**src/rtl/ymux_arb_if.sv**
```systemverilog
// rtl/ymux_arb_if.sv - handshake bundle for the ymux_arb registered arbiter/mux
//
// Purpose: groups the N producer channels, the select/mode controls and the
// single consumer port of ymux_arb so they travel as one port.
// Signals:
//   in_data   N*W  channel i data in bits [i*W+W-1 : i*W]
//   in_valid  N    channel i offers data
//   in_ready  N    channel i transfers this cycle (one-hot or zero)
//   sel       SELW channel chosen in fixed mode
//   mode      1    0 = fixed select, 1 = round-robin
//   out_data  W    registered selected data
//   out_src   SELW channel index that produced out_data
//   out_valid 1    output register holds data
//   out_ready 1    consumer accepts out_data this cycle
// Modports: master = producers/consumer side, slave = the arbiter itself.
interface ymux_arb_if #(
  parameter int W    = 32,
  parameter int N    = 4,
  parameter int SELW = 2
);
  logic [N*W-1:0]  in_data;
  logic [N-1:0]    in_valid;
  logic [N-1:0]    in_ready;
  logic [SELW-1:0] sel;
  logic            mode;
  logic [W-1:0]    out_data;
  logic [SELW-1:0] out_src;
  logic            out_valid;
  logic            out_ready;

  modport master (
    output in_data, in_valid, sel, mode, out_ready,
    input  in_ready, out_data, out_src, out_valid
  );

  modport slave (
    input  in_data, in_valid, sel, mode, out_ready,
    output in_ready, out_data, out_src, out_valid
  );
endinterface

```
**src/rtl/ymux_arb.sv**
```systemverilog
// rtl/ymux_arb.sv - registered N-channel valid/ready mux with fixed or round-robin grant
//
// Purpose: picks one requesting channel per cycle and holds it in a single
// output register until the consumer accepts it. A drain and a new load can
// happen on the same edge, so a continuously ready consumer sees 1 word/cycle.
// Ports:
//   clk    rising-edge clock
//   rst_n  synchronous active-low reset
//   bus    ymux_arb_if.slave (in_data/in_valid/in_ready, sel, mode,
//          out_data/out_src/out_valid/out_ready)
// Build option: define YMUX_ARB_RR_EN to compile in the round-robin pointer
// and honour `mode`; without it the block is fixed-select only and `mode`
// is ignored (port list unchanged).
module ymux_arb #(
  parameter int W    = 32,
  parameter int N    = 4,
  parameter int SELW = 2
) (
  input  logic        clk,
  input  logic        rst_n,
  ymux_arb_if.slave   bus
);

  // Output register occupancy doubles as the state; out_valid is the state bit.
  typedef enum logic {
    EMPTY = 1'b0,
    FULL  = 1'b1
  } state_t;

  state_t          state;
  state_t          state_nx;

  logic            ld;
  logic            load_word;
  logic            use_rr;

  logic            fx_vld;
  logic [SELW-1:0] fx_idx;
  logic            rr_vld;
  logic [SELW-1:0] rr_idx;
  logic            gnt_vld;
  logic [SELW-1:0] gnt_idx;

  logic [W-1:0]    gnt_data;
  logic [N-1:0]    ready;
  logic [W-1:0]    data_q;
  logic [SELW-1:0] src_q;

  // Fixed select: sel values with no matching channel (sel >= N) never hit,
  // which is exactly the "no request" behaviour for non-power-of-2 N.
  always_comb begin
    fx_vld = 1'b0;
    fx_idx = '0;
    for (int i = 0; i < N; i++) begin
      if (bus.sel == SELW'(i) && bus.in_valid[i]) begin
        fx_vld = 1'b1;
        fx_idx = SELW'(i);
      end
    end
  end

`ifdef YMUX_ARB_RR_EN
  logic [SELW-1:0] ptr;

  // Circular search starting after ptr, done as two linear passes:
  // first the indices above ptr, then wrap to the indices at or below it.
  always_comb begin
    rr_vld = 1'b0;
    rr_idx = '0;
    for (int i = 0; i < N; i++) begin
      if (!rr_vld && bus.in_valid[i] && SELW'(i) > ptr) begin
        rr_vld = 1'b1;
        rr_idx = SELW'(i);
      end
    end
    for (int i = 0; i < N; i++) begin
      if (!rr_vld && bus.in_valid[i] && SELW'(i) <= ptr) begin
        rr_vld = 1'b1;
        rr_idx = SELW'(i);
      end
    end
  end

  assign use_rr = bus.mode;

  // ptr only moves on a round-robin load; fixed-mode grants leave it alone
  // so switching back to round-robin resumes where it left off.
  always_ff @(posedge clk) begin
    if (!rst_n) begin
      ptr <= SELW'(N - 1);
    end else if (load_word && use_rr) begin
      ptr <= gnt_idx;
    end
  end
`else
  logic unused_mode;

  assign unused_mode = bus.mode;
  assign use_rr      = 1'b0;
  assign rr_vld      = 1'b0;
  assign rr_idx      = '0;
`endif

  assign gnt_vld = use_rr ? rr_vld : fx_vld;
  assign gnt_idx = use_rr ? rr_idx : fx_idx;

  always_comb begin
    gnt_data = '0;
    for (int i = 0; i < N; i++) begin
      if (gnt_idx == SELW'(i)) begin
        gnt_data = bus.in_data[i*W +: W];
      end
    end
  end

  // State register.
  always_ff @(posedge clk) begin
    if (!rst_n) begin
      state <= EMPTY;
    end else begin
      state <= state_nx;
    end
  end

  // Next state and load decision. The register may be reloaded whenever it
  // is empty or being drained this cycle, which gives bubble-free streaming.
  always_comb begin
    state_nx  = state;
    ld        = (state == EMPTY) || bus.out_ready;
    load_word = ld && gnt_vld;
    if (ld) begin
      state_nx = gnt_vld ? FULL : EMPTY;
    end
  end

  // rst_n gates in_ready so no producer handshake completes on a reset edge.
  always_comb begin
    ready = '0;
    for (int i = 0; i < N; i++) begin
      ready[i] = rst_n && load_word && (gnt_idx == SELW'(i));
    end
  end

  // Data and source hold when the register empties without a new grant.
  always_ff @(posedge clk) begin
    if (!rst_n) begin
      data_q <= '0;
      src_q  <= '0;
    end else if (load_word) begin
      data_q <= gnt_data;
      src_q  <= gnt_idx;
    end
  end

  assign bus.in_ready  = ready;
  assign bus.out_data  = data_q;
  assign bus.out_src   = src_q;
  assign bus.out_valid = (state == FULL);

endmodule

```
**src/flat_wrapper.sv**
```systemverilog
// flat-port wrapper written by rule: the top's interface ports become plain ports
module ymux_arb_flat 
#(
  parameter int W    = 32,
  parameter int N    = 4,
  parameter int SELW = 2
)
  (clk, rst_n, bus_in_data, bus_in_valid, bus_sel, bus_mode, bus_out_ready, bus_in_ready, bus_out_data, bus_out_src, bus_out_valid);
  ymux_arb_if #(.W(W), .N(N), .SELW(SELW)) bus_i ();
  input  logic clk;
  input  logic rst_n;
  input wire logic [$bits(bus_i.in_data)-1:0] bus_in_data;
  input wire logic [$bits(bus_i.in_valid)-1:0] bus_in_valid;
  input wire logic [$bits(bus_i.sel)-1:0] bus_sel;
  input wire logic [$bits(bus_i.mode)-1:0] bus_mode;
  input wire logic [$bits(bus_i.out_ready)-1:0] bus_out_ready;
  output wire logic [$bits(bus_i.in_ready)-1:0] bus_in_ready;
  output wire logic [$bits(bus_i.out_data)-1:0] bus_out_data;
  output wire logic [$bits(bus_i.out_src)-1:0] bus_out_src;
  output wire logic [$bits(bus_i.out_valid)-1:0] bus_out_valid;
  assign bus_i.in_data = bus_in_data;
  assign bus_i.in_valid = bus_in_valid;
  assign bus_i.sel = bus_sel;
  assign bus_i.mode = bus_mode;
  assign bus_i.out_ready = bus_out_ready;
  assign bus_in_ready = bus_i.in_ready;
  assign bus_out_data = bus_i.out_data;
  assign bus_out_src = bus_i.out_src;
  assign bus_out_valid = bus_i.out_valid;
  ymux_arb #(.W(W), .N(N), .SELW(SELW)) u_core (.clk(clk), .rst_n(rst_n), .bus(bus_i));
endmodule
```
**config.mk**
```make
export PLATFORM = sky130hd
export DESIGN_NAME = ymux_arb_flat
export DESIGN_NICKNAME = d
export VERILOG_FILES = /design/src/rtl/ymux_arb_if.sv /design/src/rtl/ymux_arb.sv /design/src/flat_wrapper.sv
export SDC_FILE = /design/constraint.sdc
export NUM_CORES = 1
export LEC_CHECK = 0
export BUFFER_PORTS_ARGS = -buffer_cell sky130_fd_sc_hd__buf_2
export CAP_MARGIN = 20
export CORE_MARGIN = 4
export CORE_UTILIZATION = 43
export CTS_CLUSTER_SIZE = 16
export DETAILED_ROUTE_END_ITERATION = 16
export PLACE_DENSITY = 0.87
export SLEW_MARGIN = 0
export SYNTH_ARGS = -nofsm -noshare
export SYNTH_HDL_FRONTEND = slang
export SYNTH_SLANG_ARGS = --single-unit
```
**constraint.sdc**
```tcl
create_clock -name clk -period 5.5 [get_ports clk]
set_input_delay 1.1 -clock clk [delete_from_list [all_inputs] [get_ports clk]]
set_output_delay 1.1 -clock clk [all_outputs]
set_load 0.05 [all_outputs]
```
==> flow_summary.yaml <==
outcome:
  outcome: "finished, final reports clean"
pwr:
  p_per_area_nw_per_um2: 255
  comb_power_share_pct: 38.4
  switching_power_mw: 0.297
  clkPwrFrac_pct: 24.5
  ir_worst_vdd_mv: 0.116
  swShare_pct: 37.1
  p_leak_nw: 1.55
  p_int_mw: 0.504
  pwr-share-seq_pct: 37.0
yosys:
  synth.avg_cell_area_sq_um: 7.00
  syn_nets: 452
  ys_top_cells_by_area: "dfxtp_1 32%, nand2_1 17%, a31o_2 13%"
  synth_ff_type: "dfxtp_1"
  synth.most_common_cell: "nand2_1"
  synth_cell_types: 23
  ys_ff_latch: 35
  ys_async_sr_fraction_pct: 0
  syn-instance-count: 314
  synth_edf_count: 0
  synthesis.area_sq_um: 2200
  synth.largest_area_cell: "dfxtp_1"
  ys_top_cells_by_count: "98 x nand2_1, 44 x o21ai_0, 35 x dfxtp_1, 32 x a31o_2, 32 x a31oi_1"
  ys_warn_count: 0
  yosys.area.top_type_share_pct: 31.9
  synth-seq-area-share_pct: 31.9
routing:
  ant_nets: 0
  drt-vias-per-instance: 5.33
  wl_um: 7740
  drc: 0
  drt_iter0_drc: 134
  dr_total_vias: 2862
  routedWlPerCell_um: 14.4
  first_pass_iters: 5
critical_path:
  required_ps: 4400
  end_kind: "output pin"
  crit_fanout: 65
  cp-start-kind: "input port"
  arrival_ps: 2870
  critPathKind: "in2out"
cts:
  root_buffer: "clkbuf_8"
  cts-resized-gates: 0
  cts_tree: "done"
  clk_pin_slew_ps: 60
  clk_latency_ps: 270
  cts_sinks: 35
  cts_max_path_buffers: 2
  cts-buffers-inserted: 5
  cts_setup_buffers: 0
  h-tree-depth: 2
  cts_hold_buf: 0
sta:
  rsz0062_at_grt: "false"
  period_needed_ps: 3970
  slew_violations: 0
  worst_clock_skew_ps: 4.36
  finalHoldViolCount: 0
  finalCritPeriodShare_pct: 72.2
  slew_headroom_pct: 32.8
  tns_ps: 0
  setup_violations: 0
  worst_pin_slew_ps: 1010
  fmax_ghz: 0.252
global_route:
  grt_overflow_total: 0
  antenna_found_initial: 0
  grtUsageMet1_pct: 23.6
  grt_use_met3_pct: 7.00
  grt_max_degree: 66
  grt_pass1_wl_um: 11800
  grt_use_met2_pct: 44.7
  grt_pass1_vias: 2726
  grt.busiest_layer: "met2"
  grt_usage_pct: 23.1
final_layout:
  area_growth_pct: 43.2
  nFillCells: 431
  seq_area_sq_um: 701
  drive_above_1_share_pct: 47.0
  design_area_sq_um: 3150
  multi_input_area_sq_um: 1320
  nNetsFinal: 607
  antennaDiodeCount: 0
floorplanning:
  ios: 177
  rows: 25
  start_util_pct: 45.3
  die_w_um: 79.5
  coreArea_sq_um: 4850
  fp.dieH_um: 79.5
  dieArea_sq_um: 6320
placed_design:
  routabilityCongestion: 0.835
  place_area_sq_um: 3020
  port_buffers: 175
  dp_hpwl_um: 5610
job:
  max_cap_violations: 0
min_path:
  hold_path.class: "reg2reg"
==> power by group through the flow <==
| stage | Sequential, mW | Clock (mW) | Combinational, mW |
|---|---|---|---|
| after detailed placement | 0.302 | 0 | 0.305 |
| after CTS | 0.296 | 0.205 | 0.306 |
| final | 0.297 | 0.197 | 0.308 |
| after global routing | 0.300 | 0.216 | 0.332 |
| after floorplan | 0.403 | 0 | 0.116 |
| after global placement | 0.300 | 0 | 0.299 |
==> worst paths after layout <==
path	cells past startpoint	startpoint	to	slack, ps
setup / recovery	6	bus_sel[1]	bus_in_ready[0]	1530
hold / removal	2	u_core.bus.out_data[9]$_SDFFE_PN0P_	u_core.bus.out_data[9]$_SDFFE_PN0P_	520
setup reg to reg	4	u_core.bus.out_valid$_SDFFE_PN0P_	u_core.bus.out_data[4]$_SDFFE_PN0P_	4090
hold reg to reg	2	u_core.bus.out_data[9]$_SDFFE_PN0P_	u_core.bus.out_data[9]$_SDFFE_PN0P_	520
==> cell families (layout without fill, tap and decap cells) <==
| kind of cell | Yosys count | count (layout) | synth area share [%] |
|---|---|---|---|
| buf+inv | 32 | 188 | 8.03 |
| simple gates | 113 | 113 | 21.0 |
| mux | 2 | 2 | 1.48 |
| compound gates | 132 | 132 | 37.6 |
| flops | 35 | 35 | 31.9 |
==> layout make-up <==
type	instances	area share, %
multi-input combinational	247	42.0
clock buffer	8	3.18
tap	67	2.67
timing repair buffer	180	29.9
sequential	35	22.3
==> flip-flops by register name, summed over array words and instances, names as in the netlist <==
name                  count
u_core.bus.out_data      32
u_core.bus.out_src        2
u_core.bus.out_valid      1
==> per-layer routing <==
layer	vias up	wire, um
li1	1433	-
met3	7	839
met4	0	73
met2	151	3910
met1	1271	2910
met5	-	0
==> cells in the final DEF (no fill, tap or decap), types with 2 or more instances in the layout <==
master / netlist / layout
nand3b_1: 2 / 2
buf_2: 3 / 175
buf_4: 0 / 3
a21oi_1: 2 / 2
a31oi_1: 32 / 32
dfxtp_1: 35 / 35
nor2_1: 3 / 3
o21ai_1: 20 / 20
a31o_2: 32 / 32
nand2_1: 98 / 98
o21ai_0: 44 / 44
clkbuf_8: 0 / 7
nor2b_1: 4 / 4
==> stage by stage <==
stage | utilization [%] | setup slack, ps | cells | hold slack [ps] | power, mW
after CTS | 64.3 | 1560 | 536 | 519 | 0.808
after global placement | 61.9 | 1570 | 527 | 505 | 0.600
after global routing | 64.9 | 1340 | 537 | 536 | 0.848
after detailed placement | 62.2 | 1560 | 528 | 506 | 0.607
final | 64.9 | 1530 | 537 | 519 | 0.801
after floorplan | - | 1320 | 314 | 730 | 0.519
==> worst max-delay path, stage by stage <==
cell,delay (ps)
buf_2,140
mux4_2,360
and2_4,530
nand2_1,200
nor3b_1,230
buf_2,300
No activity file was read; power rests on OpenSTA's default activity.
